File: config.mk
export PLATFORM = sky130hd
export DESIGN_NAME = axi_decim_avg
export DESIGN_NICKNAME = d
export VERILOG_FILES = /design/src/rtl/axi_decim_avg.sv
export SDC_FILE = /design/constraint.sdc
export NUM_CORES = 1
export LEC_CHECK = 0
export ABC_CLOCK_PERIOD_IN_PS = 4100
export CORE_UTILIZATION = 25
export DETAILED_ROUTE_END_ITERATION = 16
export SLEW_MARGIN = 20
export SYNTH_ARGS = -nofsm -noshare
export SYNTH_HDL_FRONTEND = slang
export SYNTH_SLANG_ARGS = --single-unit
File: constraint.sdc
create_clock -name clk -period 4.1 [get_ports clk]
set_clock_uncertainty 0.1 [all_clocks]
set_input_delay 0.82 -clock clk [delete_from_list [all_inputs] [get_ports clk]]
set_output_delay 0.82 -clock clk [all_outputs]
set_load 0.05 [all_outputs]
File: src/rtl/axi_decim_avg.sv
// Power-of-two boxcar decimator for the CHDR user-IP stream: averages 2^k I/Q samples
// per output with packet-aligned tlast. Define DECIM_AVG_ROUND_EN for round-half-up.
module axi_decim_avg #(
  parameter int SR_DECIM = 129,
  parameter int MAX_LOG2 = 8
) (
  input  logic         clk,
  input  logic         reset,
  input  logic         clear,
  input  logic         set_stb,
  input  logic [7:0]   set_addr,
  input  logic [31:0]  set_data,
  input  logic [31:0]  i_tdata,
  input  logic [127:0] i_tuser,
  input  logic         i_tlast,
  input  logic         i_tvalid,
  output logic         i_tready,
  output logic [31:0]  o_tdata,
  output logic [127:0] o_tuser,
  output logic         o_tlast,
  output logic         o_tvalid,
  input  logic         o_tready
);

  localparam int AW = 16 + MAX_LOG2;
  localparam int CW = MAX_LOG2;
  localparam logic [7:0] SR_ADDR = 8'(SR_DECIM);
  localparam logic [3:0] K_MAX = 4'(MAX_LOG2);

  logic [3:0]           k_q, k_d;
  logic signed [AW-1:0] acc_i_q, acc_i_d, acc_q_q, acc_q_d;
  logic [CW-1:0]        cnt_q, cnt_d;
  logic                 sop_q, sop_d;
  logic [127:0]         hdr_q, hdr_d;
  logic [31:0]          o_tdata_q, o_tdata_d;
  logic [127:0]         o_tuser_q, o_tuser_d;
  logic                 o_tlast_q, o_tlast_d;
  logic                 o_tvalid_q, o_tvalid_d;

  logic                 in_hs, out_hs, set_wr, blk_close;
  logic [3:0]           k_wr;
  logic [CW:0]          blk_last;
  logic signed [AW-1:0] samp_i, samp_q, sum_i, sum_q, rnd, shr_i, shr_q;
  logic [127:0]         cur_hdr;
  logic                 unused_bits;

  assign i_tready = ~o_tvalid_q | o_tready;
  assign o_tdata  = o_tdata_q;
  assign o_tuser  = o_tuser_q;
  assign o_tlast  = o_tlast_q;
  assign o_tvalid = o_tvalid_q;

  assign in_hs  = i_tvalid & i_tready;
  assign out_hs = o_tvalid_q & o_tready;
  assign set_wr = set_stb & (set_addr == SR_ADDR);
  assign k_wr   = (set_data[3:0] > K_MAX) ? K_MAX : set_data[3:0];

  // k never exceeds MAX_LOG2, so 2^k-1 always fits in CW+1 bits.
  assign blk_last  = ({{CW{1'b0}}, 1'b1} << k_q) - {{CW{1'b0}}, 1'b1};
  assign blk_close = ({1'b0, cnt_q} == blk_last) | i_tlast;

  assign samp_i = {{MAX_LOG2{i_tdata[31]}}, i_tdata[31:16]};
  assign samp_q = {{MAX_LOG2{i_tdata[15]}}, i_tdata[15:0]};
  assign sum_i  = acc_i_q + samp_i;
  assign sum_q  = acc_q_q + samp_q;

`ifdef DECIM_AVG_ROUND_EN
  assign rnd = ({{(AW-1){1'b0}}, 1'b1} << k_q) >> 1;
`else
  assign rnd = '0;
`endif

  assign shr_i = (sum_i + rnd) >>> k_q;
  assign shr_q = (sum_q + rnd) >>> k_q;

  // A block closed by the packet's first sample must carry that sample's header.
  assign cur_hdr = sop_q ? i_tuser : hdr_q;

  assign unused_bits = ^{set_data[31:4], shr_i[AW-1:16], shr_q[AW-1:16]};

  always_comb begin
    k_d        = k_q;
    acc_i_d    = acc_i_q;
    acc_q_d    = acc_q_q;
    cnt_d      = cnt_q;
    sop_d      = sop_q;
    hdr_d      = hdr_q;
    o_tdata_d  = o_tdata_q;
    o_tuser_d  = o_tuser_q;
    o_tlast_d  = o_tlast_q;
    o_tvalid_d = o_tvalid_q;

    if (out_hs) o_tvalid_d = 1'b0;

    // A settings write drops any partial block and any sample arriving with it.
    if (set_wr) begin
      k_d     = k_wr;
      acc_i_d = '0;
      acc_q_d = '0;
      cnt_d   = '0;
    end else if (in_hs) begin
      if (sop_q) hdr_d = i_tuser;
      sop_d = i_tlast;
      if (blk_close) begin
        o_tdata_d  = {shr_i[15:0], shr_q[15:0]};
        o_tuser_d  = cur_hdr;
        o_tlast_d  = i_tlast;
        o_tvalid_d = 1'b1;
        acc_i_d    = '0;
        acc_q_d    = '0;
        cnt_d      = '0;
      end else begin
        acc_i_d = sum_i;
        acc_q_d = sum_q;
        cnt_d   = cnt_q + CW'(1);
      end
    end
  end

  always_ff @(posedge clk) begin
    if (reset || clear) begin
      k_q        <= reset ? 4'd0 : k_q;
      acc_i_q    <= '0;
      acc_q_q    <= '0;
      cnt_q      <= '0;
      sop_q      <= 1'b1;
      hdr_q      <= '0;
      o_tdata_q  <= '0;
      o_tuser_q  <= '0;
      o_tlast_q  <= 1'b0;
      o_tvalid_q <= 1'b0;
    end else begin
      k_q        <= k_d;
      acc_i_q    <= acc_i_d;
      acc_q_q    <= acc_q_d;
      cnt_q      <= cnt_d;
      sop_q      <= sop_d;
      hdr_q      <= hdr_d;
      o_tdata_q  <= o_tdata_d;
      o_tuser_q  <= o_tuser_d;
      o_tlast_q  <= o_tlast_d;
      o_tvalid_q <= o_tvalid_d;
    end
  end

endmodule

* Yosys cells after proc, flatten, opt, wreduce, memory -nomap -nowiden *
Cells that the tools add are included.

storage, ports and cells
  register bits = 351
  output and inout bits = 163
  word-level logic and storage cells = 46
  bits of input ports = 207

cells by class
  muxes and demuxes = 12
  equality and inequality tests = 3
  $lt $le $gt $ge = 1
  reductions and logical operators = 6
  shift operators = 3
  bitwise logic cells = 7
  add/subtract/negate cells = 4

operators with widths
  operator               number
  $mux W128              1
  $add A24 B16 Y24       2
  $mux W24               2
  $sshr A24 B4 Y16       2
  $mux W4                4
  $eq A8 B9 Y1           1
  $shl A1 B4 Y9 const A  1
  $sub A9 B1 Y9 const B  1
  $add A8 B1 Y8 const B  1
  $eq A8 B8 Y1 const B   1
  $mux W8                1
  $gt A4 B4 Y1 const B   1
  $mux W1                4
  $reduce_and A2 Y1      2
  $and A1 B1 Y1          3
  $reduce_and A3 Y1      1
  $ne A2 B2 Y1 const B   1
  $not A1 Y1             2
  $or A1 B1 Y1           2
  $reduce_bool A2 Y1     1
  $reduce_or A2 Y1       1
  $logic_or A1 B1 Y1     1

* Depth between registers and ports, before layout *
  depth in word-level cells = 7
  mapped depth = 18
  mapped depth without buffers = 12

* Least setup slack after synthesis *
OpenSTA, ideal clock, no wires.

  kind = reg-to-reg
  from = reg k_q[0]
  to = reg o_tdata_q[14], in the netlist o_tdata[14]
  cell stages (with the launch flop) = 19
  data required time = 3,876 ps
  setup slack = -129 ps
  period minus slack after synthesis = 4,229 ps
  library setup time = 124 ps
  arrival = 4,005 ps
  buffers on the path = 9
  cell sequence = edfxtp_1 buf_2 buf_1 buf_1 clkbuf_1 clkbuf_1 nand3_1 ha_1 buf_2 or4b_2 nand3_1 a32oi_1 a41oi_2 nor2_2 buf_4 buf_2 buf_2 o221ai_1 nor2_1

on the way
  longest elaborated chain between the ends = 5
  elaborated cells on any way between the ends = 6
  those cells by class = add/sub (1); eq/ne (1); shift (2); bitwise (1); reduce/logical (1)

ends and longest elaborated chain
  item                         RTL line  text
  start: declaration           30        logic [3:0] k_q, k_d;
  start signal: assignment     122       k_q <= reset ? 4'd0 : k_q;
  start signal: assignment     133       k_q <= k_d;
  $shl A1 B4 Y9                59        assign blk_last = ({{CW{1'b0}}, 1'b1} << k_q) - {{CW{1'b0}}, 1'b1};
  $sub A9 B1 Y9                59
  $eq A8 B9 Y1                 60        assign blk_close = ({1'b0, cnt_q} == blk_last) | i_tlast;
  $or A1 B1 Y1                 60
  $reduce_and A3 Y1 (no line)  --
  end signal: assignment       139       o_tdata_q <= o_tdata_d;
  end: declaration             35        logic [31:0] o_tdata_q, o_tdata_d;

Parallel ways exist; a longest one is shown, timed or not.
A chain may end at the register's enable or synchronous reset.

* Worst setup path in the final report *
Ends and elaborated chain as after synthesis.

==> key figures <==
Worst setup path
  • Critical Path Fanout Max: 12
  • Critical Path Sink: o_tdata[14]
  • CP Capture Type: register
  • WP buf/inv: 2
  • CP Class: reg -> reg
  • Critical Path RT: 4.47 ns
  • Stages on worst setup path: 13
  • Slowest-stage cell, CP: edfxtp_1
  • Reg2Reg Capture Point: o_tdata[14]
  • CP cell instances: nor2_1 > nand2_1 > ha_1 > buf_4 > nor4_1 > a31oi_1 > a32oi_1 > a41oi_4 > nor2_4 > nand2_1 > buf_4 > nor4b_1 > nor2_1
  • Worst path max stage delay: roughly 0.50 ns
  • Worst R2R Start: k_q[0]
  • Worst setup SP type: register
  • Crit path from: k_q[0]
  • Cell class contributing the biggest share of worst-path delay: simple AND/OR/NAND/NOR gates
  • Worst r2r path cells: 13
  • Register-to-Register Setup Slack: 0.25 ns
  • Worst Path Arrival: 4.21 ns

Synthesis
  • Synth unique cells: about 100
  • Top FF cell, synth: dfxtp_1
  • XOR/XNOR share of the synthesized area: 0.0249
  • Main combinational cell family by area after synthesis: compound AO/OA/AOI/OAI gates
  • Simple-gate portion of the synthesized area: 0.190
  • YS warnings: 0
  • Mux contribution to synthesized area: 0.0986
  • Async S/R FF share, synth: 0
  • Seq/Total Area, Yosys: 0.373
  • Cell count after synthesis: approximately 2300
  • Syn Nets: 2587
  • Mapped cell area: 19000 sq um
  • Number of synthesized flops with an enable pin: 4
  • Synthesis-stage register bit count: 351
  • Synth Area in Compound Gates: 0.237
  • Syn Area/Cell: between 8 and 9 sq um
  • Post-Synth Adder-Cell Area: 0.0338

CTS
  • TritonCTS clock tree: built
  • Max clock buf depth: 3
  • CTS Buf Count: 42
  • Post-CTS Resized: 0
  • Post-CTS setup repair buffer count: 0
  • Clock slew at reported path FFs: approximately 0.06 ns
  • Hold buffer count at CTS: 0
  • CTS HTree Levels: 2
  • Worst-Skew Late Latency: 0.59 ns
  • Clk sink count: 351
  • CTS root buf: clkbuf_16

Global route
  • Number of global-route vias before repair: 17561
  • Largest net degree at the start of global routing: 176
  • First-pass GRT wire length: 104 mm
  • GRT overflow: 0
  • Antenna violations before repair: 11
  • Global Route Usage Sum: 0.171

Floorplanning
  • Die Y: 277 um
  • Initial Utilization: 0.254
  • Die footprint: 76900 sq um
  • Ports: 370
  • Core Area: 74700 sq um
  • Die X-Extent: ~280 um
  • Cell row count: 100

Placement
  • Dpl cell area: 24600 sq um
  • DP HPWL: 48.3 mm
  • Post-place setup slack: -0.234 ns
  • GP Congestion: between 0.9 and 1
  • IO Port Bufs: roughly 340

Min path
  • Hold Crit Class: reg -> reg

STA
  • RSZ-0062 raised after global routing: false
  • Fin. max-slew vios: 0
  • Post-layout minimum cycle time: 3.85 ns
  • Fin crit share: 0.938
  • Number of setup violations in the final report: 0
  • F_max: 260 MHz
  • Final hold violation count: 0
  • Rel. slew slack: 0.312
  • Slew @ Worst Pin: 1.03 ns
  • Post-route setup slack: 0.253 ns
  • Hold slack: 0.351 ns

Route
  • Post-DRT Antenna Nets: 0
  • Routed wire length: around 67 mm
  • Post-route DRC: 0
  • Vias/cell: 4.94
  • Pre-Repair DR Iteration Count: 8
  • Vias: around 19000
  • Initial DRC count: 1224
  • DR WL/cell: 18.0 um

Outcome
  • Status: complete, no violations

Power and ir drop
  • P_int: 6.55 mW
  • Combinational Power Share: 0.212
  • Part of the power in registers: 0.381
  • Sw frac: 0.306
  • Total power draw: around 9.4 mW
  • VDD IR max: around 0.32 mV
  • Leakage: around 10 nW
  • P_sw: 2.89 mW
  • Pwr dens: ~360 nW/um^2
  • Clock share of power: 0.406

Job
  • MaxCap Viol Count: 0

Layout
  • Final Util: 0.348
  • Layout cells sized above 1: 0.129
  • Layout area overhead: 37.2%
  • Post-Layout Inst Area: roughly 26000 sq um
  • Post-layout nets: 3001
  • Fillcell total: between 7000 and 8000
## sequential cells by signal (all words and copies together), names as in the netlist
| register | cells |
|---|---|
| cnt_q | 8 |
| acc_i_q | 24 |
| o_tuser | 128 |
| acc_q_q | 24 |
| o_tdata | 32 |
| o_tvalid | 1 |
| hdr_q | 128 |
| o_tlast | 1 |
| sop_q | 1 |
| k_q | 4 |
## tightest hold or removal path, cell delays in order, from the launching register on
cell and delay (ns):
dfxtp_1 0.31, nand2_1 0.05, a21oi_1 0.05
## per-layer routing
layer,vias to the layer above,share of wire,GRT usage
li1,9265,-,-
met1,8657,0.44,0.216
met2,480,0.46,0.275
met3,107,0.077,0.0523
met4,12,0.027,0.0541
met5,-,0.0010,0
## cell type report
class,count,area (sq um),area share
Sequential cell,351,7070,0.272
Inverter,14,52.6,0.00202
Tap cell,969,1210,0.0466
Clock buffer,60,1230,0.0472
Multi-Input combinational cell,1777,11100,0.427
Clock inverter,15,185,0.00712
Antenna cell,4,10.0,0.000385
Timing Repair Buffer,558,5140,0.198
## metrics by stage
step	std cells	setup TNS [ns]
final	3748	0
after global routing	3747	0
after CTS	3744	0
after detailed placement	3669	-3.54
after global placement	3669	-3.00
after floorplan	2330	0
## synthesized netlist by cell type (7+ instances only)
cell | number | area share
nand2b_1 | 13 | 0.0043
o221ai_1 | 15 | 0.0069
o21ai_1 | 10 | 0.0026
o21a_1 | 10 | 0.0040
nand3_1 | 56 | 0.015
and3_1 | 15 | 0.0050
ha_1 | 48 | 0.032
nor4_1 | 11 | 0.0036
inv_1 | 12 | 0.0024
nor3_1 | 32 | 0.0084
a21o_1 | 23 | 0.0091
a22oi_1 | 11 | 0.0044
o22ai_1 | 10 | 0.0033
nand4_1 | 10 | 0.0033
buf_2 | 35 | 0.0092
clkbuf_1 | 133 | 0.026
nand2_1 | 409 | 0.081
o21ai_0 | 60 | 0.016
and2_1 | 12 | 0.0040
o211ai_1 | 13 | 0.0051
mux2_2 | 10 | 0.0059
dfxtp_1 | 347 | 0.37
a21oi_1 | 249 | 0.066
nor2b_1 | 8 | 0.0026
xor2_1 | 21 | 0.0097
xnor2_1 | 33 | 0.015
o2111ai_1 | 7 | 0.0032
a211oi_1 | 149 | 0.059
buf_1 | 16 | 0.0032
nor2_1 | 217 | 0.043
mux4_2 | 10 | 0.012
a211o_1 | 9 | 0.0042
or2_2 | 7 | 0.0023
a31oi_1 | 15 | 0.0050
mux2i_1 | 153 | 0.081
## kinds of logic after synthesis
kind of cell	count (synthesis)
multiplexers	173
AND/OR/NAND/NOR	831
buffers and inverters	202
adder cells (fa/ha/maj)	50
XOR/XNOR	54
flip-flops	351
AO/OA/AOI/OAI	669
## power by group through the flow
stage	logic [mW]	registers (mW)	clock network (mW)
after detailed placement	1.99	3.68	0
after CTS	2.00	3.60	3.95
final	2.00	3.60	3.84
after global placement	1.99	3.67	0
after floorplan	0.976	3.84	0
after global routing	2.17	3.62	4.10
## worst min path at each step
stage / start / end / slack (ns) / cells after the start
floorplan: acc_q_q[19] / acc_q_q[19] / 0.34 / 2
detailed placement: hdr_q[90] / hdr_q[90] / 0.35 / 2
CTS: hdr_q[14] / hdr_q[14] / 0.35 / 2
finish: hdr_q[57] / hdr_q[57] / 0.35 / 2
global route: hdr_q[51] / hdr_q[51] / 0.37 / 2
global placement: o_tdata[5] / o_tdata[5] / 0.34 / 2
## cell usage in the layout (no fill, tap or decap), drive strengths merged, types with 13 or more instances in the layout
| cell | instances |
|---|---|
| nor3 | 34 |
| inv | 15 |
| ha | 48 |
| clkbuf | 60 |
| a211oi | 152 |
| xor2 | 21 |
| o221ai | 15 |
| and2 | 15 |
| nand3 | 56 |
| dfxtp | 347 |
| and3 | 16 |
| o21ai | 71 |
| nand2b | 13 |
| mux2i | 153 |
| clkdlybuf4s50 | 341 |
| nand2 | 410 |
| a21o | 23 |
| a31oi | 18 |
| a21oi | 252 |
| nor2 | 219 |
| o211ai | 13 |
| buf | 217 |
| xnor2 | 33 |
No activity file was read; power rests on OpenSTA's default activity.
